`config.mk`:
```
export PLATFORM = sky130hd
export DESIGN_NAME = fd_pipe_flat
export DESIGN_NICKNAME = d
export VERILOG_FILES = /design/src/rtl/fd_pipe_if.sv /design/src/rtl/fd_pipe.sv /design/src/flat_wrapper.sv
export SDC_FILE = /design/constraint.sdc
export NUM_CORES = 1
export LEC_CHECK = 0
export ABC_CLOCK_PERIOD_IN_PS = 4800
export CAP_MARGIN = 10
export CORE_ASPECT_RATIO = 0.9
export CORE_MARGIN = 1
export CORE_UTILIZATION = 60
export DETAILED_ROUTE_END_ITERATION = 8
export DONT_BUFFER_PORTS = 1
export PLACE_DENSITY = 0.76
export SLEW_MARGIN = 20
export SYNTH_ARGS = -nofsm -noshare
export SYNTH_HDL_FRONTEND = slang
export SYNTH_SLANG_ARGS = --single-unit
```
`constraint.sdc`:
```
create_clock -name CK -period 4.8 [get_ports CK]
set_input_delay 0.48 -clock CK [delete_from_list [all_inputs] [get_ports CK]]
set_output_delay 0.48 -clock CK [all_outputs]
set_load 0.01 [all_outputs]
```
`src/rtl/fd_pipe_if.sv`:
```
// Bus interface for fd_pipe: pipeline control, data in and data/valid/occupancy out.
// Optional FD_PIPE_PARITY_EN adds the sticky PERR flag.
interface fd_pipe_if #(
  parameter int unsigned W = 8,
  parameter int unsigned D = 4
);
  localparam int unsigned CW = $clog2(D + 1);

  logic          CE;
  logic          FLUSH;
  logic [W-1:0]  I;
  logic          IV;
  logic [W-1:0]  O;
  logic          OV;
  logic [CW-1:0] CNT;
`ifdef FD_PIPE_PARITY_EN
  logic          PERR;
`endif

`ifdef FD_PIPE_PARITY_EN
  modport master (output CE, FLUSH, I, IV, input O, OV, CNT, PERR);
  modport slave  (input CE, FLUSH, I, IV, output O, OV, CNT, PERR);
`else
  modport master (output CE, FLUSH, I, IV, input O, OV, CNT);
  modport slave  (input CE, FLUSH, I, IV, output O, OV, CNT);
`endif
endinterface

```
`src/rtl/fd_pipe.sv`:
```
// W-bit, D-stage stallable delay line with per-stage valid, flush and occupancy count.
// Optional macro FD_PIPE_PARITY_EN adds per-stage parity and the sticky PERR output.
module fd_pipe #(
  parameter int unsigned W = 8,
  parameter int unsigned D = 4
) (
  input  logic     CK,
  input  logic     CLR_N,
  fd_pipe_if.slave bus
);
  localparam int unsigned CW  = $clog2(D + 1);
  localparam int unsigned CW1 = CW + 1;

  logic [W-1:0]  stage_q [D];
  logic [W-1:0]  stage_d [D];
  logic [D-1:0]  v_q, v_d;
  logic [CW-1:0] cnt_q, cnt_d;
  logic [CW:0]   cnt_sum;

  // Next-state: flush beats advance; otherwise hold
  always_comb begin
    stage_d = stage_q;
    v_d     = v_q;
    cnt_d   = cnt_q;
    cnt_sum = CW1'({1'b0, cnt_q}) + CW1'(bus.IV) - CW1'(v_q[D-1]);
    if (bus.FLUSH) begin
      v_d   = '0;
      cnt_d = '0;
    end else if (bus.CE) begin
      stage_d[0] = bus.I;
      v_d[0]     = bus.IV;
      for (int unsigned k = 1; k < D; k++) begin
        stage_d[k] = stage_q[k-1];
        v_d[k]     = v_q[k-1];
      end
      cnt_d = CW'(cnt_sum);
    end
  end

  always_ff @(posedge CK or negedge CLR_N) begin
    if (!CLR_N) begin
      for (int unsigned k = 0; k < D; k++) stage_q[k] <= '0;
      v_q   <= '0;
      cnt_q <= '0;
    end else begin
      for (int unsigned k = 0; k < D; k++) stage_q[k] <= stage_d[k];
      v_q   <= v_d;
      cnt_q <= cnt_d;
    end
  end

  assign bus.O   = stage_q[D-1];
  assign bus.OV  = v_q[D-1];
  assign bus.CNT = cnt_q;

`ifdef FD_PIPE_PARITY_EN
  logic [D-1:0] p_q, p_d;
  logic         perr_q, perr_d;

  // Parity shifts with data; the flag latches any valid-output mismatch until flush
  always_comb begin
    p_d    = p_q;
    perr_d = perr_q | (v_q[D-1] & ((^stage_q[D-1]) != p_q[D-1]));
    if (bus.FLUSH) begin
      perr_d = 1'b0;
    end else if (bus.CE) begin
      p_d[0] = ^bus.I;
      for (int unsigned k = 1; k < D; k++) p_d[k] = p_q[k-1];
    end
  end

  always_ff @(posedge CK or negedge CLR_N) begin
    if (!CLR_N) begin
      p_q    <= '0;
      perr_q <= 1'b0;
    end else begin
      p_q    <= p_d;
      perr_q <= perr_d;
    end
  end

  assign bus.PERR = perr_q;
`endif
endmodule

```
`src/flat_wrapper.sv`:
```
// flat-port wrapper written by rule: the top's interface ports become plain ports
module fd_pipe_flat 
#(
  parameter int unsigned W = 8,
  parameter int unsigned D = 4
)
  (CK, CLR_N, bus_CE, bus_FLUSH, bus_I, bus_IV, bus_O, bus_OV, bus_CNT);
  fd_pipe_if #(.W(W), .D(D)) bus_i ();
  input  logic CK;
  input  logic CLR_N;
  input wire logic [$bits(bus_i.CE)-1:0] bus_CE;
  input wire logic [$bits(bus_i.FLUSH)-1:0] bus_FLUSH;
  input wire logic [$bits(bus_i.I)-1:0] bus_I;
  input wire logic [$bits(bus_i.IV)-1:0] bus_IV;
  output wire logic [$bits(bus_i.O)-1:0] bus_O;
  output wire logic [$bits(bus_i.OV)-1:0] bus_OV;
  output wire logic [$bits(bus_i.CNT)-1:0] bus_CNT;
  assign bus_i.CE = bus_CE;
  assign bus_i.FLUSH = bus_FLUSH;
  assign bus_i.I = bus_I;
  assign bus_i.IV = bus_IV;
  assign bus_O = bus_i.O;
  assign bus_OV = bus_i.OV;
  assign bus_CNT = bus_i.CNT;
  fd_pipe #(.W(W), .D(D)) u_core (.CK(CK), .CLR_N(CLR_N), .bus(bus_i));
endmodule
```
Yosys cells after proc, flatten, opt, wreduce, memory -nomap -nowiden

Index checks and enable logic that the tools add are counted.

Add/subtract/negate cells: 2
Multiplexer cells: 4
Bitwise operators: 1
Reductions and logical operators: 2

Operators with widths:

| kind                                        | count |
|---|---|
| 4-bit two-way mux                           | 2 |
| 3-bit two-way mux                           | 2 |
| 3-bit by 1-bit adder with 3-bit output      | 1 |
| 3-bit by 1-bit subtractor with 3-bit output | 1 |
| 2-bit AND reduction                         | 1 |
| 2-bit nonzero test                          | 1 |
| 1-bit NOT                                   | 1 |

Flip-flop bits (word level): 39
Input port bits: 13
Output and inout port bits: 12

Longest topological paths before layout

Gate-level depths: netlist of the first run.

Word-level depth: 4
Mapped depth: 9
Depth with buffers taken out: 9

Worst setup path after synthesis of the first run

Ideal clock, no wire load.

Path type: register -> register
Start: reg u_core.cnt_q[0], in the netlist u_core.bus.CNT[0]
End: reg u_core.cnt_q[2], in the netlist u_core.bus.CNT[2]
Setup time: 0.120 ns
Arrival time: 1.732 ns
Data required time: 4.680 ns
Slack: 2.948 ns
Stages on the path, launching flop included: 10
Buffers on the path: 0
Path through: dfrtp_1 -> inv_1 -> ha_1 -> inv_1 -> ha_1 -> inv_1 -> fa_1 -> xor2_1 -> a21oi_1 -> a31o_2

Longest elaborated chain between the ends: 4

RTL lines:

| what                                        | line          | text |
|---|---|---|
| from (decl)                                 | fd_pipe.sv:17 | `logic [CW-1:0] cnt_q, cnt_d;` |
| from (signal assigned)                      | fd_pipe.sv:48 | `cnt_q <= cnt_d;` |
| 3-bit by 1-bit adder with 3-bit output      | fd_pipe.sv:25 | `cnt_sum = CW1'({1'b0, cnt_q}) + CW1'(bus.IV) - CW1'(v_q[D-1]);` |
| 3-bit by 1-bit subtractor with 3-bit output | fd_pipe.sv:25 |  |
| 3-bit two-way mux                           | fd_pipe.sv:29 | `end else if (bus.CE) begin` |
| 3-bit two-way mux                           | fd_pipe.sv:26 | `if (bus.FLUSH) begin` |

No other way between the ends. The select of a mux whose other input is x is not followed.
A chain may end at the register's enable or synchronous reset.

Worst setup path in the final report of the first run

Ends and elaborated chain as after synthesis.

==> results by stage, run 1 <==
Outcome:
- The flow ran to the end, and the final reports show no timing, DRC or antenna violations.

Global route:
- Entering global routing, the biggest net connects 40 pins.
- The number of antenna violations at the first check in global routing is 0.
- The number of global-route vias before repair came to 788.
- The first global-routing pass estimated 3710 um of wire.
- Global routing finished with a remaining overflow of 0.
- In the global route stage, overall resource usage came out at 17.1%.

Min path:
- The depth of the worst hold-timing path is 1.
- The worst hold-check path type is input pin to flip-flop.
- The hold-critical path endpoint is u_core.bus.CNT[1].
- The launch point of the worst hold path is bus_FLUSH.

STA:
- The worst slew margin relative to its limit is 69.5%.
- The final hold violation count is 0.
- The number of pins with negative max-slew slack in the final report is 0.
- The portion of the clock cycle consumed by the worst path in the final layout is 40.3%.
- The final worst-path setup slack is 2.86 ns.
- Setup violations remaining at the end of the flow were counted as 0.
- Setup repair after global routing left no endpoint under its margin.
- The clock period could shrink to 1.94 ns.
- For the pin with the worst max-slew slack, the measured transition is 0.457 ns.
- The sum of negative setup slack is 0 ns.
- Between clock sinks in the finished design, the worst skew comes to 0.00970 ns.
- The highest clock frequency the design can meet is 0.517 GHz.

Yosys:
- The portion of synthesized cell area occupied by the leading cell type is 54.5%.
- Of the synthesized area, sequential elements account for 54.5%.
- The synthesized area is 1790 um^2.
- In the synthesized netlist, the number of instances is 110.
- The synthesis warning total is 0.
- After Yosys synthesis, and, or, nand and nor cells account for 2.58% of the synthesized area.
- The post-synthesis share of cell area spent on full adders, half adders and majority gates is 2.51%.
- The count of different cell masters after synthesis is 16.
- The mean cell area of the mapped netlist is 16.3 um^2.
- The dominant combinational cell family by area after synthesis is multiplexers.
- By area the synthesized netlist is led by sky130_fd_sc_hd__dfrtp_1 (54%), sky130_fd_sc_hd__mux2_4 (25%), sky130_fd_sc_hd__buf_12 (3.4%).
- Of the post-synthesis cell area, the part taken by muxes is 29.7%.
- The area share of xor/xnor cells in the synthesized design is 0.489%.
- Of all cell types, the one taking the most synthesized area is sky130_fd_sc_hd__dfrtp_1.
- The synthesized flop and latch total is 39.
- The number of nets produced by synthesis is 126.
- The synthesized netlist devotes 0.768% of its cell area to compound gates.

Clock tree:
- The clock sink count is 39.
- The clock tree synthesis step divided the H-tree into 2 levels.
- The clock latency of the later-clocked register in the worst-skew pair is 0.34 ns.
- The clock tree from TritonCTS is yes.
- The number of CTS-inserted buffers is 5.
- The number of setup buffers added after CTS is 0.
- Clock-pin slew was measured on the worst setup and hold paths at 0.11 ns.
- The cell at the root of the clock tree is sky130_fd_sc_hd__clkbuf_4.
- Counting along the longest clock path gives a buffer depth of 2.

Detailed routing:
- The length of routed wiring on met1 is 1120 um.
- In the routed design, unresolved DRC markers number 0.
- The final wirelength is 2350 um.
- The length of routed met2 wiring is 1070 um.
- The first detailed-routing pass took 4 iterations.
- The detail-routed via count per cell is 5.27.
- After the first detailed-routing iteration, the DRC count stood at 26.
- The uppermost metal layer occupied by signal nets is met4.
- The count of nets left with antenna violations once routing finished came out at 0.
- The wire length on met3 is 119 um.
- In the final routed layout, each cell accounts on average for 16.1 um.
- The final route contains 769 vias.

Finish:
- After the last flow step, the layout net total stands at 122.
- The number of antenna cells inserted is 0.
- The share of final-layout standard cells stronger than drive strength 1 is 40.6%.
- Relative to the synthesized area, the layout overhead comes to 0.140%.
- In the layout the commonest cells are sky130_fd_sc_hd__dfrtp_1 (39), sky130_fd_sc_hd__mux2_4 (30), sky130_fd_sc_hd__nor2_1 (7), sky130_fd_sc_hd__mux2i_1 (6), sky130_fd_sc_hd__clkbuf_4 (5).
- The most common library cell in the layout ignoring fill and taps is sky130_fd_sc_hd__dfrtp_1.

Power:
- The cell area power density is 437 nW/um^2.
- The design draws 0.784 mW.
- Internal power comes to 0.585 mW.
- The net switching power is 0.199 mW.
- The relative contribution of sequential cells to total power is 60.3%.
- The switching part of the total power is 25.4%.
- The worst-case IR drop observed on VDD is 269 uV.
- Summed over all cells, the static leakage comes to 0.878 nW.
- The fraction of power consumed by combinational cells is 18.7%.
- The share of total power dissipated in the clock network is 21.0%.

Setup path:
- The number of cells on the worst reg-to-reg path is 9.
- The endpoint of the worst register-to-register path is u_core.bus.CNT[2].
- The worst reg2reg path startpoint is u_core.bus.CNT[0].
- STA puts the critical path data required time at 5.04 ns.
- The type of element launching the critical path is a flip-flop.
- Across all register-to-register paths, the minimum setup slack is 2.86 ns.
- At the worst endpoint, the arrival time is 2.17 ns.
- Of all nets on the critical path, the largest fanout is 3.
- The worst setup path is captured at a flip-flop.
- The critical path in this run is classified as flip-flop to flip-flop.

Floorplanning:
- The area of the core is 2790 um^2.
- The chip height is 53.8 um.
- The floorplan step defined a die boundary enclosing 3210 um^2.
- The number of core rows is 18.
- The horizontal extent of the die is 59.6 um.
- The initial utilization of the core area, before any placement, comes to 64.2%.
- For this design the top-level I/O count stands at 25.

Job:
- Across the run, the number of max-cap violations was 0.

Placement:
- During placement, the flow inserted port buffers numbering 0.
- The half-perimeter wire length of the detailed placement result is 1550 um.
- The post-placement setup slack is 2.81 ns.
- The final weighted congestion of routability-driven global placement is 0.737.
## logic make-up after synthesis
kind of cell | count (synthesis)
flops | 39
fa+ha+maj | 3
simple gates | 9
xor+xnor | 1
buf+inv | 18
compound gates | 2
mux | 38
## state kept, by name, indices dropped and copies added, names as in the netlist
| signal | count |
|---|---|
| u_core.v_q | 4 |
| u_core.stage_q | 24 |
| u_core.bus.O | 8 |
| u_core.bus.CNT | 3 |
## layer usage
metal,global-route usage [%],vias up
li1,-,349
met1,21.9,398
met2,24.5,17
met3,8.17,5
met4,8.14,0
met5,0,-
## critical path, stage by stage, from the launching register on
cell                      delay, ns
sky130_fd_sc_hd__dfrtp_1       0.42
sky130_fd_sc_hd__inv_1         0.06
sky130_fd_sc_hd__ha_1          0.28
sky130_fd_sc_hd__inv_1         0.05
sky130_fd_sc_hd__ha_1          0.13
sky130_fd_sc_hd__inv_1         0.05
sky130_fd_sc_hd__fa_1          0.37
sky130_fd_sc_hd__xor2_1        0.18
sky130_fd_sc_hd__a21oi_1       0.09
sky130_fd_sc_hd__a31o_2        0.21
## power by group through the flow
| stage | Sequential (mW) | Clock (mW) | Combinational [mW] |
|---|---|---|---|
| 2_1_floorplan | 0.446 | 0 | 0.192 |
| 3_3_place_gp | 0.476 | 0 | 0.132 |
| 3_5_place_dp | 0.480 | 0 | 0.137 |
| 4_1_cts | 0.474 | 0.174 | 0.148 |
| 5_1_grt | 0.482 | 0.187 | 0.158 |
| 6_report | 0.473 | 0.165 | 0.147 |
## per-stage QoR
stage               cells  utilization [%]  instance area (um^2)  hold WS [ns]
floorplan             110                -                  1790         0.184
global placement      136             60.4                  1690         0.185
detailed placement    136             60.4                  1690         0.185
CTS                   145             63.5                  1770         0.166
global route          146             64.2                  1790         0.155
finish                146             64.2                  1790         0.191
## worst max path at each step
stage,startpoint,to,slack [ns],depth (start not counted)
after global routing,u_core.bus.CNT[0],u_core.bus.CNT[2],2.73,9
after floorplan,u_core.bus.CNT[0],u_core.bus.CNT[2],2.95,9
after global placement,bus_CE,u_core.bus.O[4],2.85,2
after detailed placement,bus_CE,u_core.bus.O[4],2.81,2
after CTS,u_core.bus.CNT[0],u_core.bus.CNT[2],2.85,9
final,u_core.bus.CNT[0],u_core.bus.CNT[2],2.86,9
## what timing repair did
action | in CTS | in global routing
resized for setup | 0 | 0
hold buffers | 2 | 0
hold endpoints to repair | 39 | 0
## synth_stat cells
cell type and n:
sky130_fd_sc_hd__nor2_1 7, sky130_fd_sc_hd__mux2_4 30, sky130_fd_sc_hd__nand2b_1 1, sky130_fd_sc_hd__xor2_1 1, sky130_fd_sc_hd__a31o_2 1, sky130_fd_sc_hd__buf_6 3
sky130_fd_sc_hd__buf_12 3, sky130_fd_sc_hd__inv_1 4, sky130_fd_sc_hd__mux2i_1 6, sky130_fd_sc_hd__nor2b_4 1, sky130_fd_sc_hd__mux2_2 2, sky130_fd_sc_hd__dfrtp_1 39
sky130_fd_sc_hd__fa_1 1, sky130_fd_sc_hd__ha_1 2, sky130_fd_sc_hd__a21oi_1 1, sky130_fd_sc_hd__buf_4 8
## final cells by class
| class | count | area, um^2 |
|---|---|---|
| clock buffers | 6 | 51.3 |
| clock inverters | 1 | 5.00 |
| fillers | 222 | 998 |
| inverters | 4 | 15.0 |
| multi-input cells | 53 | 647 |
| flip-flops and latches | 39 | 976 |
| well taps | 40 | 50.0 |
| repair buffers | 3 | 50.0 |
Power figures use the tool's default switching activity.
==> run 2, diff against run 1 <==
- ABC_CLOCK_PERIOD_IN_PS: 4800 -> 2000
- clock period: 4.8 -> 2 ns (I/O delays scaled with it)
==> run 2 against run 1 <==
Final area rose by 6.4%. Non-clock buffer count is 11 higher. Sequential power rose by 140%. Final cell count rose by 8.2%. Critical path depth fell by 1. Register-to-register slack lost 2.7 ns. Sequential cell count did not move. Core utilization increased by 4.1 points. Highest routed layer unchanged. Hold slack lost 0.16 ns. Routed wire length is 3.1% higher. Worst setup slack worse by 2.7 ns. First-iteration DRC count is 38% lower.
==> results by stage, run 2 (same netlist as run 1, synthesis figures left out) <==
Outcome:
- The run finished with clean final reports.

Global route:
- Global routing finished with a remaining overflow of 0.
- Across every metal layer, demand over resource in global routing totals 17.2%.
- The number of global-route vias before repair was 832.
- The first global-routing pass estimated 3750 um of wire.
- The number of antenna violations at the first check in global routing is 0.
- Entering global routing, the biggest net connects 40 pins.

Setup path:
- STA classifies the critical path startpoint as a flip-flop.
- The critical path arrival is 2.10 ns.
- The highest net fanout along the worst path is 3.
- The worst setup path is captured at a flip-flop.
- The worst endpoint required time is 2.23 ns.
- The critical path class is flip-flop to flip-flop.

STA:
- The final hold violation count was 0.
- Timing would allow up to 0.535 GHz.
- At the pin with the least slew margin, the transition time is 0.307 ns.
- The sum of negative setup slack is 0 ns.
- The minimum hold slack is 0.0301 ns.
- Setup violations remaining at the end of the flow were counted as 0.
- The number of pins with negative max-slew slack in the final report is 0.
- Setup repair after global routing left no endpoint under its margin.
- The worst slew margin relative to its limit is 79.5%.
- Between clock sinks in the finished design, the worst skew comes to 0.00680 ns.
- The portion of the clock cycle consumed by the worst path in the final layout is 93.4%.
- The time the worst path needs with I/O delays and setup is 1.87 ns.
- Setup slack closes at 0.133 ns.

Clock tree:
- The number of post-CTS setup repair buffers is 0.
- The buffer levels on the longest clock path is 2.
- The clock latency of the later-clocked register in the worst-skew pair is 0.34 ns.
- The cell at the root of the clock tree is sky130_fd_sc_hd__clkbuf_4.
- CTS saw 39 sinks.
- The register clock-pin slew on the reported worst setup and hold paths is 0.10 ns.
- The number of CTS-inserted buffers is 5.
- The clock tree from TritonCTS is yes.
- The H-tree depth is 2.

Detailed routing:
- For this run, design rule violations remaining after detail routing come to 0.
- For this block, the routed nets add up to 2420 um of wire.
- The final route contains 825 vias.
- After the first detailed-routing iteration, the DRC count stood at 16.
- In the final routed layout, each cell accounts on average for 15.3 um.
- Once detail routing completed, the nets flagged for antenna violations numbered 0.
- Using the TritonRoute via totals, the vias-per-cell ratio works out to 5.22.
- The detailed-router iteration count before antenna repair is 2.

Floorplanning:
- The initial utilization of the core area, before any placement, comes to 64.2%.
- The floorplan die area is 3210 um^2.
- The number of core rows is 18.
- In this run the standard cell core region covers 2790 um^2.
- From left edge to right edge, the die measures 59.6 um.
- From bottom edge to top edge, the die measures 53.8 um.
- The I/O pin count is 25.

Finish:
- The number of nets in the finished design is 133.
- Once layout is done, the placed cells without fillers occupy 1910 um^2.
- The most common library cell in the layout ignoring fill and taps is sky130_fd_sc_hd__dfrtp_1.
- The count of filler cells inserted in the layout is 212.
- The register with the most flip-flops in the layout has 24 of them.
- The signed area change from the synthesized netlist to the final layout is 6.56%.
- In the layout the commonest cells are sky130_fd_sc_hd__dfrtp_1 (38), sky130_fd_sc_hd__mux2_4 (30), sky130_fd_sc_hd__dlygate4sd3_1 (11), sky130_fd_sc_hd__nor2_1 (7), sky130_fd_sc_hd__mux2i_1 (6).
- The number of antenna cells inserted is 0.
- The share of final-layout standard cells stronger than drive strength 1 is 40.7%.
- Ranked by flip-flop count, first place goes to u_core.stage_q.

Placement:
- The post-placement setup slack is 0.0761 ns.
- Once detailed placement completed, the half-perimeter wirelength came to 1520 um.
- In this run the cell area measured after placement is 1720 um^2.
- The number of buffers inserted by port buffering is 0.
- The final weighted congestion of routability-driven global placement is 0.684.

Job:
- The number of maximum-capacitance violations is 0.

Power:
- The worst-case vdd ir drop is 661 uV.
- The total leakage power is 0.923 nW.
- The cell area power density is 983 nW/um^2.

Min path:
- The worst hold-check path type is input pin to flip-flop.
## run 2: changes by cell type in the layout (fill, tap and decap cells not counted), sizes merged
| cell | change |
|---|---|
| buf | +1 |
| clkbuf | -1 |
| dlygate4sd3 | +10 |
| clkinv | +2 |
## run 2: layer usage
metal,vias up,track usage (%),part of all wire (%)
li1,378,-,-
met1,423,21.7,46
met2,19,24.3,48
met3,5,6.73,4.9
met4,0,11.6,1.4
met5,-,0,0
## run 2: path summary, 6_finish.rpt
path	startpoint	endpoint	slack [ns]	cells past startpoint
setup / recovery	u_core.v_q[3]	u_core.bus.CNT[2]	0.13	8
hold / removal	bus_CE	u_core.bus.CNT[1]	0.03	2
setup reg to reg	u_core.v_q[3]	u_core.bus.CNT[2]	0.13	8
hold reg to reg	u_core.stage_q[17]	u_core.stage_q[9]	0.52	1
max in group asynchronous	CLR_N	u_core.v_q[3]	1.47	2
min in group asynchronous	CLR_N	u_core.stage_q[8]	0.33	2
## run 2: stage by stage
step | utilization, % | instances | power [mW]
2_1_floorplan | - | 110 | 1.53
3_3_place_gp | 61.4 | 138 | 1.46
3_5_place_dp | 61.4 | 138 | 1.48
4_1_cts | 67.2 | 156 | 1.89
5_1_grt | 68.4 | 158 | 1.98
6_report | 68.4 | 158 | 1.88
## run 2: critical path, cell delays in order (launching register included)
cell and delay, ns:
sky130_fd_sc_hd__dfrtp_2 0.45, sky130_fd_sc_hd__ha_1 0.29, sky130_fd_sc_hd__inv_1 0.06, sky130_fd_sc_hd__ha_1 0.13
sky130_fd_sc_hd__inv_1 0.05, sky130_fd_sc_hd__fa_2 0.35, sky130_fd_sc_hd__xor2_2 0.15, sky130_fd_sc_hd__a21oi_1 0.08
sky130_fd_sc_hd__a31o_2 0.21
## run 2: cell type report
| cell class | instances | area, um^2 | share of cell area (%) |
|---|---|---|---|
| Inverter | 4 | 15.0 | 0.786 |
| Tap cell | 40 | 50.0 | 2.62 |
| Sequential cell | 39 | 977 | 51.2 |
| Timing Repair Buffer | 14 | 158 | 8.26 |
| Clock inverter | 3 | 15.0 | 0.786 |
| Clock buffer | 5 | 37.5 | 1.97 |
| Multi-Input combinational cell | 53 | 657 | 34.4 |
## run 2: power by group
group	internal, mW	leakage [nW]	switching (mW)	total [mW]
clock	0.131	0.0347	0.237	0.368
combinational	0.278	0.415	0.0976	0.375
sequential	0.979	0.474	0.154	1.13
total	1.39	0.923	0.489	1.88
## run 2: timing repair
item / in CTS / in global routing
endpoints found under the hold margin: 52 / 2
hold buffers: 10 / 2
endpoints found under the setup margin: 0 / 1
resized for setup: 0 / 3
==> run 3, diff against run 2 <==
- CORE_UTILIZATION: 60 -> 61
- PLACE_DENSITY: 0.76 -> 0.77
==> run 3 against run 2 <==
Routed wire length up 1.8%. Combinational power up 1%. Highest routed layer unchanged. Largest cell class unchanged. Final cell count unchanged. Non-clock buffer count unchanged. Critical endpoint unchanged.
==> results by stage, run 3 (same netlist as run 1, synthesis figures left out) <==
Power:
- The portion of total power attributed to the clock network is 20.2%.
- The net switching power is 0.501 mW.
- Of the total power, the share spent switching nets is 26.4%.
- The share of total power dissipated in combinational logic is 20.1%.
- The internal power of the cells is 1.39 mW.
- The relative contribution of sequential cells to total power is 59.8%.
- The total leakage power is 0.915 nW.
- The worst-case vdd ir drop is 642 uV.
- The cell area power density is 984 nW/um^2.

Setup path:
- The critical path arrival is 2.15 ns.
- Traced cell by cell, the critical path runs through ha_1 > inv_2 > ha_4 > inv_2 > fa_2 > xor2_2 > a21oi_2 > a31o_2.
- The logic depth of the worst path, buffers included is 8.
- STA puts the critical path data required time at 2.24 ns.
- Of all nets on the critical path, the largest fanout is 3.
- The number of cells on the worst reg-to-reg path is 8.
- Among all stages on the critical path, the largest delay is contributed by sky130_fd_sc_hd__dfrtp_1.
- The family of cells with the greatest summed delay on the critical path is adder cells.
- Together, buffers and inverters on the worst path number 2.
- The kind of capture point of the worst setup path is a flip-flop.
- The biggest cell delay along the critical path is 0.45 ns.
- The dominant cell type by count on the critical path is sky130_fd_sc_hd__inv_2.
- The critical path in this run is classified as flip-flop to flip-flop.
- The type of element launching the critical path is a flip-flop.

Global route:
- In this run the most used layer during global routing was met2.
- Global routing consumed, over all layers together, 18.8% of the routing resources.
- The number of global-route vias before repair is 854.
- Global routing used 28.2% of the available met2 tracks.
- The first global-routing pass estimated 4080 um of wire.
- The met1 usage in global routing is 22.4%.
- The aggregate global routing overflow is 0.
- The global-route met3 utilization is 8.56%.
- The number of antenna violations at the first check in global routing is 0.
- Entering global routing, the biggest net connects 40 pins.

STA:
- Clock skew on the completed layout was measured at 0.00446 ns.
- The number of pins with negative max-slew slack in the final report is 0.
- For this run, the top clock speed supported by timing is 0.524 GHz.
- On the final layout, the worst hold slack is 0.0219 ns.
- The sum of negative setup slack is 0 ns.
- Setup repair after global routing could not meet its margin everywhere.
- Of the available clock period, the critical path in the final layout requires 95.3%.
- Setup violations remaining at the end of the flow were counted as 0.
- The clock period could shrink to 1.91 ns.
- The worst slew margin relative to its limit is 79.6%.
- For the pin with the worst max-slew slack, the measured transition is 0.305 ns.
- The final hold violation count is 0.

Finish:
- At the end of the flow, the number of nets in the layout was 133.
- The most common library cell in the layout ignoring fill and taps is sky130_fd_sc_hd__dfrtp_1.
- After filler insertion, the fill cell instance count of the layout stands at 196.
- The post-route netlist has 42.4% of its cells at a drive strength greater than 1.
- Counting flops per register, the top entry is u_core.stage_q.
- From synthesis to final layout, the design area changed by 7.47%.
- The top cell types in the final layout, fill and taps aside, are sky130_fd_sc_hd__dfrtp_1 (39), sky130_fd_sc_hd__mux2_4 (30), sky130_fd_sc_hd__dlygate4sd3_1 (11), sky130_fd_sc_hd__nor2_1 (7), sky130_fd_sc_hd__mux2i_1 (6).
- The core utilization of the finished layout is 69.5%.
- The number of antenna cells inserted is 0.
- The number of flip-flops under the largest register name is 24.
- The post-route cell area is 1930 um^2.

Detailed routing:
- Using the TritonRoute via totals, the vias-per-cell ratio works out to 5.17.
- The routed design has 2460 um of wire.
- The average routed wire per standard cell is 15.6 um.
- The initial DRC count is 20.
- The number of remaining DRC errors is 0.
- The count of nets left with antenna violations once routing finished came out at 0.
- The routed layout has 817 vias.
- The detailed-router iteration count before antenna repair is 2.

Floorplanning:
- The horizontal extent of the die is 59.1 um.
- The core region is 2770 um^2.
- The initial standard-cell utilization of the core is 64.7%.
- The chip height is 53.4 um.
- The initialized floorplan defines 18 standard-cell rows.
- The I/O pin count is 25.
- The floorplan step defined a die boundary enclosing 3160 um^2.

Min path:
- The tightest min-delay check is of the input pin to flip-flop type.
- The worst hold path passes through 2 cells.

Clock tree:
- The clock tree from TritonCTS is yes.
- The tree is rooted in a sky130_fd_sc_hd__clkbuf_4.
- Clock latency on the worst-skew pair, taken at its later pin, is 0.34 ns.
- The number of post-CTS setup repair buffers is 0.
- The H-tree depth is 2.
- The buffer levels on the longest clock path is 2.
- The clock sink count is 39.
- In this run, CTS created clock tree buffers numbering 5.
- The register clock-pin slew on the reported worst setup and hold paths is 0.11 ns.

Job:
- The tool flagged a number of max-cap violations equal to 0.

Outcome:
- The run finished with clean final reports.

Placement:
- The half-perimeter wire length of the detailed placement result is 1480 um.
- At the end of routability-driven placement, the weighted congestion stood at 0.716.
- The cell area after placement is 1720 um^2.
- The number of buffers inserted by port buffering is 0.
==> run 3: final timing paths <==
check	from	end	slack, ns
max reg2reg	u_core.v_q[3]	u_core.bus.CNT[2]	0.09
min in group asynchronous	CLR_N	u_core.stage_q[12]	0.30
max	u_core.v_q[3]	u_core.bus.CNT[2]	0.09
min reg2reg	u_core.stage_q[20]	u_core.stage_q[12]	0.52
max in group asynchronous	CLR_N	u_core.stage_q[31]	1.50
min	bus_CE	u_core.bus.CNT[0]	0.02
==> run 3: cell type report <==
| cell class | instances | area, um^2 | share of cell area (%) |
|---|---|---|---|
| sequential | 39 | 976 | 50.7 |
| multi-input combinational | 53 | 673 | 35.0 |
| timing repair buffer | 14 | 158 | 8.19 |
| tap | 40 | 50.0 | 2.60 |
| clock buffer | 6 | 41.3 | 2.14 |
| inverter | 4 | 15.0 | 0.780 |
| clock inverter | 2 | 12.5 | 0.650 |
==> run 3: metrics by stage <==
stage	power [mW]	cells	worst slack [ns]
after global routing	2.02	158	-0.00587
after CTS	1.92	158	0.0346
after floorplan	1.53	110	0.148
after detailed placement	1.49	138	0.0578
final	1.89	158	0.0933
after global placement	1.46	138	0.144
==> run 3: what timing repair did <==
action                     CTS  global route
hold buffers                12             0
hold endpoints to repair    54             0
gates resized for setup      0             7
setup endpoints to repair    0             1
==> run 3: layer usage <==
metal / vias up / wire, um
li1: 375 / -
met1: 417 / 1110
met2: 19 / 1160
met3: 6 / 132
met4: 0 / 51
met5: - / 0
==> run 3: power by group through the flow <==
stage	registers, mW	logic, mW	clock network, mW
2_1_floorplan	1.07	0.461	0
3_3_place_gp	1.14	0.324	0
3_5_place_dp	1.15	0.335	0
4_1_cts	1.14	0.380	0.406
5_1_grt	1.16	0.410	0.447
6_report	1.13	0.380	0.382
